File: src/rtl/rr_grant_arbiter.sv
// Round-robin grant arbiter with per-packet grant locking.
// Registered one-hot grant plus binary index of the winner.
module one_hot_2_index #(
  parameter int NUM_IN     = 4,
  parameter int INDEX_SIZE = 2
) (
  input  logic [NUM_IN-1:0]     one_hot,
  output logic [INDEX_SIZE-1:0] index
);

  always_comb begin
    index = '0;
    for (int i = 0; i < NUM_IN; i++) begin
      if (one_hot[i]) begin
        index = index | INDEX_SIZE'(i);
      end
    end
  end

endmodule

module rr_grant_arbiter #(
  parameter int NUM_REQS   = 4,
  parameter int INDEX_SIZE = (NUM_REQS > 1) ? $clog2(NUM_REQS) : 1
) (
  input  logic                  clk,
  input  logic                  rst_n,
  input  logic [NUM_REQS-1:0]   request,
  output logic [NUM_REQS-1:0]   grant,
  output logic                  grant_valid,
  output logic [INDEX_SIZE-1:0] grant_index
);

  logic [NUM_REQS-1:0]   grant_q;
  logic [NUM_REQS-1:0]   grant_nxt;
  logic [INDEX_SIZE-1:0] ptr_q;
  logic [INDEX_SIZE-1:0] ptr_nxt;
  logic [INDEX_SIZE-1:0] win;
  logic [INDEX_SIZE-1:0] idx_b;
  logic                  found;
  logic                  held;

  // Circular scan starting at ptr; each line visited exactly once.
  always_comb begin
    int idx;
    found = 1'b0;
    win   = '0;
    idx   = 0;
    idx_b = '0;
    for (int k = 0; k < NUM_REQS; k++) begin
      idx = int'(ptr_q) + k;
      if (idx >= NUM_REQS) begin
        idx = idx - NUM_REQS;
      end
      idx_b = INDEX_SIZE'(idx);
      if (!found && request[idx_b]) begin
        found = 1'b1;
        win   = idx_b;
      end
    end
  end

  assign held = |(grant_q & request);

  always_comb begin
    grant_nxt = grant_q;
    ptr_nxt   = ptr_q;
    if (!held) begin
      grant_nxt = '0;
      if (found) begin
        grant_nxt[win] = 1'b1;
        ptr_nxt = (int'(win) == NUM_REQS - 1) ? '0 : win + 1'b1;
      end
    end
  end

  always_ff @(posedge clk or negedge rst_n) begin
    if (!rst_n) begin
      grant_q <= '0;
      ptr_q   <= '0;
    end else begin
      grant_q <= grant_nxt;
      ptr_q   <= ptr_nxt;
    end
  end

  assign grant       = grant_q;
  assign grant_valid = |grant_q;

  one_hot_2_index #(
    .NUM_IN     (NUM_REQS),
    .INDEX_SIZE (INDEX_SIZE)
  ) u_idx (
    .one_hot (grant_q),
    .index   (grant_index)
  );

endmodule

File: config.mk
export PLATFORM = sky130hd
export DESIGN_NAME = rr_grant_arbiter
export DESIGN_NICKNAME = d
export VERILOG_FILES = /design/src/rtl/rr_grant_arbiter.sv
export SDC_FILE = /design/constraint.sdc
export NUM_CORES = 1
export LEC_CHECK = 0
export ABC_AREA = 1
export BUFFER_PORTS_ARGS = -buffer_cell sky130_fd_sc_hd__clkbuf_2
export CAP_MARGIN = 20
export CELL_PAD_IN_SITES_DETAIL_PLACEMENT = 1
export CELL_PAD_IN_SITES_GLOBAL_PLACEMENT = 1
export CORE_AREA = 3 3 46 48
export DETAILED_ROUTE_END_ITERATION = 10
export DIE_AREA = 0 0 49 51
export PLACE_DENSITY = 0.77
export SKIP_LAST_GASP = 1
export SYNTH_ARGS = -nofsm -noshare
export SYNTH_HDL_FRONTEND = slang
export SYNTH_SLANG_ARGS = --single-unit
export TNS_END_PERCENT = 100
File: constraint.sdc
create_clock -name clk -period 4.35 [get_ports clk]
set_input_delay 0.87 -clock clk [delete_from_list [all_inputs] [get_ports clk]]
set_output_delay 0.87 -clock clk [all_outputs]
set_load 0.01 [all_outputs]
==> qor_table.md, run 1 <==
| Metric | Value |
| --- | --- |
| Final sum of negative setup slack | 0 ns |
| Main area contributors after synthesis | nand2_1, dfrtp_1, inv_1 |
| Final worst-path setup slack | 2.24 ns |
| Layout Skew | 0.0110 ns |
| Final number of hold-violating endpoints | 0 |
| Transition at the pin with the smallest max-transition slack | 0.400 ns |
| Clock latency reported for the late side of the worst-skew pair | 0.25 ns |
| Type of destination of the critical path | register |
| Data required, critical path | 4.48 ns |
| Distinct cell type count of the synthesized netlist | 14 |
| Synth Cell Area | 622 um2 |
| Port-buffer cells | 12 |
| Via count of the first global-routing pass | 699 |
| Yosys Warn Count | 0 |
| Leading register cell type out of synthesis | dfrtp_1 |
| Final Critical Period | 2.11 ns |
| Startpoint Class | primary input |
| Result of the run | completed |
| Worst rel slew slack | 0.734 |
| Number of nets in the final layout | 130 |
| Maximum achievable frequency | 474 MHz |
| Number of post-CTS setup repair buffers | 0 |
| Wire per inst | 11.3 um |
| Crit path kind | primary input to register |
| EDFF count, synth | 0 |
| Cells resized by post-CTS repair | 0 |
| Final Max Tran Viols | 0 |
| Overflow left after global routing | 0 |
| # diodes | 0 |
| Hold-fix buffers at CTS | 0 |
| Root Buffer Master | clkbuf_4 |
| Depth of the worst register-to-register path | 12 |
| Standard cell core area | 1750 um2 |
| DRC violation count after routing | 0 |
| Total number of clock tree sinks | 6 |
| Share of layout cells above drive strength 1 | 0.246 |
| Detailed Place HPWL | 1350 um |
| HP Class | primary input to asynchronous set/reset pin |
| Site Rows | 15 |
| Most frequent cell after synthesis | nand2_1 |
| Final period utilization | 0.485 |
| Die width | 49 um |
| Post-synth top cells | nand2_1, inv_1, nand3_1 |
| Top-Level Pins | 13 |
| Synthesized net count | 114 |
| Number of synthesized register bits | 6 |
| Worst setup path start | request[1] |
| Routing usage on met1 | 0.159 |
| Power density over the cells | 895 nW/um2 |
| Setup repair after global routing missed its margin | no |
| Synthesized netlist cell count | 104 |
| Data arrival time of the critical path | 2.24 ns |
| Setup-violating endpoint count in the final report | 0 |
| Number of detailed-routing iterations run before antenna repair | 4 |
| Endpoint of the most critical register-to-register path | ptr_q[1]$_DFFE_PN0P_ |
| Pre-CTS worst setup slack | 1.97 ns |
| TritonCTS clock tree | yes |
| Routed via count | 661 |
| Area added between synthesis and finish | 16.5% |
| Ratio of routed vias to standard cells | 4.62 |
| Starting density of the core | 0.356 |
| Die Ht | 51 um |
| Sequential fraction of the synthesis area | 0.241 |
| Maximum number of pins on one net before global-route repair | 12 |
| Post-synth top area cell | nand2_1 |
| Routability congestion estimate from global placement | 0.843 |
| Met2 capacity usage during global routing | 0.278 |
| Most used routing layer | met2 |
| Worst reg-to-reg setup slack | 2.29 ns |
| CTS clock-pin slew for the worst setup and hold paths | 0.05 ns |
| Share of the synthesized area in the top cell type | 0.314 |
| Number of antenna violations at the first check in global routing | 0 |
| Start of the worst register-to-register path | ptr_q[0]$_DFFE_PN0P_ |
| Mean Syn Cell Area | 5.98 um2 |
| H-tree depth reported by CTS | 1 |
| Worst setup path end | ptr_q[1]$_DFFE_PN0P_ |
| Met3 Resource Use GR | 0.0350 |
| Detail Route Antenna Nets | 0 |
| Full die area | 2500 um2 |
| Initial detailed-routing violation count | 6 |
| All-layer global routing usage | 0.153 |
| Number of buffers created by CTS | 3 |
| Global-route wire length before repair | 2900 um |
| Critical Path Fanout Max | 4 |
| Share of flip-flops with an asynchronous set or reset after synthesis | 1.00 |
| Final wirelength | 1610 um |
| Worst IR drop on VDD | 0.354 mV |
| Static Leakage | 0.461 nW |
| Count of max-cap constraint violations | 0 |
| Deepest clock path buffer count | 2 |
-- logic make-up after synthesis --
family	Yosys count	synth area share
buffers and inverters	18	0.121
AOI/OAI and AO/OA	4	0.0483
and+or+nand+nor	72	0.509
DFF	6	0.241
adders and majority gates	4	0.0805
-- power by group --
group	internal, mW	total (mW)	switching, mW
sequential	0.0832	0.118	0.0346
clock	0.0312	0.0520	0.0207
combinational	0.164	0.478	0.315
-- worst min-delay path by stage --
stage                            to  cells past startpoint                 start
6_report       grant[2]$_DFFE_PN0N_                      1                 rst_n
3_5_place_dp   grant[2]$_DFFE_PN0N_                      2  grant[2]$_DFFE_PN0N_
2_1_floorplan  ptr_q[1]$_DFFE_PN0P_                      2  ptr_q[1]$_DFFE_PN0P_
5_1_grt        grant[2]$_DFFE_PN0N_                      1                 rst_n
4_1_cts        grant[2]$_DFFE_PN0N_                      1                 rst_n
3_3_place_gp   grant[0]$_DFFE_PN0N_                      2  grant[0]$_DFFE_PN0N_
-- layout make-up --
class / count / area (um2)
clock buffers: 3 / 22.5
fillers: 256 / 1020
repair buffers: 12 / 60.1
inverters: 17 / 63.8
well taps: 25 / 31.3
multi-input cells: 80 / 397
flip-flops and latches: 6 / 150
-- layout by cell type (no fill, tap or decap) --
cell / instances
ha_1: 4
nand2_1: 52
inv_2: 3
nor2_1: 1
nor2_4: 1
dfrtp_1: 6
clkbuf_2: 12
o21ai_2: 2
inv_1: 14
nand4_1: 2
nand2_2: 7
clkbuf_4: 3
o22ai_1: 2
nand3_1: 8
nand3_2: 1
-- flip-flops by register name (all words and copies together), names as in the netlist --
signal,count
ptr_q,2
grant,4
-- per-layer routing --
layer / part of all wire / vias to the layer above
li1: - / 347
met5: 0 / -
met1: 0.44 / 301
met4: 0.024 / 0
met2: 0.51 / 9
met3: 0.025 / 4
-- metrics by stage --
stage | hold slack (ns) | instances | util | area (um2) | power, mW
2_1_floorplan | 0.527 | 104 | - | 622 | 0.488
3_3_place_gp | 0.498 | 140 | 0.402 | 702 | 0.587
3_5_place_dp | 0.504 | 140 | 0.402 | 702 | 0.606
4_1_cts | 0.428 | 143 | 0.415 | 724 | 0.662
5_1_grt | 0.437 | 143 | 0.415 | 724 | 0.738
6_report | 0.433 | 143 | 0.415 | 724 | 0.648
-- worst max-delay path, cell delays in order --
cell and delay, ns:
clkbuf_2 0.09, inv_1 0.11, nand2_2 0.07, nand3_1 0.15
nand2_2 0.09, nor2_4 0.15, nand3_2 0.10, nand3_1 0.14
inv_1 0.08, ha_1 0.29, nand2_1 0.06, nand2_1 0.04
Power figures use the tool's default switching activity.
==> run 2, diff against run 1 <==
--- a/config.mk
+++ b/config.mk
@@ -10,10 +10,10 @@
 export CAP_MARGIN = 20
 export CELL_PAD_IN_SITES_DETAIL_PLACEMENT = 1
 export CELL_PAD_IN_SITES_GLOBAL_PLACEMENT = 1
-export CORE_AREA = 3 3 46 48
+export CORE_AREA = 3 3 47 49
 export DETAILED_ROUTE_END_ITERATION = 10
-export DIE_AREA = 0 0 49 51
-export PLACE_DENSITY = 0.77
+export DIE_AREA = 0 0 50 52
+export PLACE_DENSITY = 0.74
 export SKIP_LAST_GASP = 1
 export SYNTH_ARGS = -nofsm -noshare
 export SYNTH_HDL_FRONTEND = slang
==> constraint.sdc (replaced) <==
create_clock -name clk -period 2 [get_ports clk]
set_input_delay 0.4 -clock clk [delete_from_list [all_inputs] [get_ports clk]]
set_output_delay 0.4 -clock clk [all_outputs]
set_load 0.01 [all_outputs]
==> run 2 against run 1 <==
  * Count of clock-buffer cells in the layout stayed put
  * Worst setup slack worse by 2.1 ns
  * Largest cell class unchanged
  * Clock skew is 0.0078 ns lower
  * Largest power group unchanged
==> qor_table.md, run 2 (synthesized netlist as in run 1, its figures left out) <==
| Metric | Value | vs previous |
| --- | --- | --- |
| Result of the run | completed | unchanged |
| HP Class | primary input to asynchronous set/reset pin | unchanged |
| Detailed Place HPWL | 1510 um | was 1350 um |
| Transition at the pin with the smallest max-transition slack | 0.218 ns | was 0.400 ns |
| Depth of the worst register-to-register path | 12 | unchanged |
| Die width | 50 um | was 49 um |
| Via count of the first global-routing pass | 732 | was 699 |
| Area added between synthesis and finish | 21.9% | was 16.5% |
| H-tree depth reported by CTS | 1 | unchanged |
| Share of power burned in registers | 0.166 | was 0.182 |
| Final number of hold-violating endpoints | 0 | unchanged |
| Number of nets in the final layout | 133 | was 130 |
| Detail Route Antenna Nets | 0 | unchanged |
| Total number of clock tree sinks | 6 | unchanged |
| Cell internal pwr | 641 uW | was 278 uW |
| Switching part of the total | 0.568 | was 0.571 |
| Count of max-cap constraint violations | 0 | unchanged |
| Maximum number of pins on one net before global-route repair | 10 | was 12 |
| Site Rows | 16 | was 15 |
| Final wirelength | 1790 um | was 1610 um |
| Final worst-path setup slack | 0.174 ns | was 2.24 ns |
| Final period utilization | 0.913 |  |
| Startpoint Class | register | was primary input |
| Static Leakage | 0.476 nW | was 0.461 nW |
| Full die area | 2600 um2 | was 2500 um2 |
| Net switching power | 842 uW | was 370 uW |
| Max FFs per register | 4 | unchanged |
| Overflow left after global routing | 0 | unchanged |
| Initial detailed-routing violation count | 5 | was 6 |
| Data required, critical path | 2.14 ns | was 4.48 ns |
| Die Ht | 52 um | was 51 um |
| TritonCTS clock tree | yes | unchanged |
| Port-buffer cells | 12 | unchanged |
| Share of layout cells above drive strength 1 | 0.281 | was 0.246 |
| Number of antenna violations at the first check in global routing | 0 | unchanged |
| Standard cell core area | 1900 um2 | was 1750 um2 |
| CTS clock-pin slew for the worst setup and hold paths | 0.05 ns | about the same |
| Wire per inst | 12.1 um | was 11.3 um |
| Starting density of the core | 0.327 | was 0.356 |
| Cell count after placement | 143 | was 140 |
| Worst IR drop on VDD | 0.622 mV | was 0.354 mV |
| Number of detailed-routing iterations run before antenna repair | 4 | unchanged |
| Top-Level Pins | 13 | unchanged |
| All-layer global routing usage | 0.160 | was 0.153 |
| Clock network fraction of design power | 0.078 | was 0.080 |
| Number of buffers created by CTS | 3 | unchanged |
| Crit path kind | register to register | was primary input to register |
| DRC violation count after routing | 0 | unchanged |
| Non-filler instance count after layout | 148 | was 143 |
| Critical Path Fanout Max | 7 | was 4 |
| Root Buffer Master | clkbuf_4 | unchanged |
| Most common library cell in the layout ignoring fill and taps | nand2_1 | unchanged |
| Final Max Tran Viols | 0 | unchanged |
| Global-route wire length before repair | 3110 um | was 2900 um |
| Worst rel slew slack | 0.854 | was 0.734 |
| Ratio of routed vias to standard cells | 4.68 | was 4.62 |
| Power density over the cells | 1960 nW/um2 | was 895 nW/um2 |
| Final Critical Period | 1.83 ns |  |
| Commonest cells after routing, fill and taps aside | nand2_1, inv_1, clkbuf_2 | unchanged |
| Combinational share of power | 0.756 | was 0.738 |
| Pre-CTS worst setup slack | 0.0454 ns | was 1.97 ns |
| Maximum achievable frequency | 548 MHz |  |
| Clock latency reported for the late side of the worst-skew pair | 0.25 ns | about the same |
| Data arrival time of the critical path | 1.96 ns | was 2.24 ns |
| Setup-violating endpoint count in the final report | 0 | unchanged |
| # diodes | 0 | unchanged |
| Routability congestion estimate from global placement | 0.775 | was 0.843 |
| Routed via count | 692 | was 661 |
| Deepest clock path buffer count | 2 | unchanged |
| Layout Skew | 0.00311 ns | was 0.0110 ns |
| Type of destination of the critical path | register | unchanged |
-- run 2: cell types whose count changed in the layout (fill, tap and decap cells not counted), sizes merged --
cell and delta:
buf +2, dlygate4sd3 +1
-- run 2: critical path, stage by stage (launching register included) --
cell and delay (ns):
dfrtp_2 0.45, buf_4 0.16, nand2_1 0.07, nand2_2 0.07
nand2_1 0.10, nand2_2 0.07, nor2_4 0.11, nand3_2 0.10
nand3_2 0.11, inv_1 0.07, ha_1 0.28, nand2_1 0.06
nand2_1 0.04
-- run 2: per-layer routing --
layer / GRT usage / vias to the layer above / share of wire / wire length [um]
met5: 0 / - / 0 / 0
met4: 0.0968 / 0 / 0.022 / 39
met3: 0.0229 / 4 / 0.030 / 53
met2: 0.298 / 13 / 0.53 / 951
met1: 0.168 / 323 / 0.42 / 747
li1: - / 352 / - / -
-- run 2: power groups by stage --
stage | registers [mW] | logic, mW | clock network (mW)
after floorplan | 0.234 | 0.828 | 0
after global placement | 0.243 | 1.06 | 0
after detailed placement | 0.247 | 1.10 | 0
after CTS | 0.246 | 1.11 | 0.119
after global routing | 0.256 | 1.29 | 0.128
final | 0.246 | 1.12 | 0.116
-- run 2: area by class of cell --
cell class	instances	area [um2]
multi-input combinational	80	402
tap	27	33.8
sequential	6	151
timing repair buffer	15	85.1
fill	270	1140
clock buffer	3	22.5
inverter	17	63.8
-- run 2: timing repair --
| action | CTS | global route |
|---|---|---|
| hold buffers | 1 | 0 |
| buffers inserted | 0 | 1 |
| resized for setup | 0 | 3 |
| hold endpoints to repair | 6 | 0 |
| setup endpoints to repair | 0 | 5 |
-- run 2: path summary, 6_finish.rpt --
check | from | end | slack (ns)
max | ptr_q[0]$_DFFE_PN0P_ | ptr_q[1]$_DFFE_PN0P_ | 0.17
min | rst_n | grant[1]$_DFFE_PN0N_ | 0.52
max reg2reg | ptr_q[0]$_DFFE_PN0P_ | ptr_q[1]$_DFFE_PN0P_ | 0.17
min reg2reg | grant[3]$_DFFE_PN0N_ | grant[3]$_DFFE_PN0N_ | 0.52
max in group asynchronous | rst_n | ptr_q[0]$_DFFE_PN0P_ | 1.30
min in group clk | grant[3]$_DFFE_PN0N_ | grant[3]$_DFFE_PN0N_ | 0.52
-- run 2: stage by stage --
step	power (mW)	hold slack (ns)	util	TNS, ns	area, um2
floorplan	1.06	0.104	-	0	622
global placement	1.30	0.232	0.374	0	712
detailed placement	1.35	0.244	0.374	0	712
CTS	1.47	0.517	0.391	0	744
global route	1.67	0.530	0.399	-0.00160	758
finish	1.48	0.516	0.399	0	758
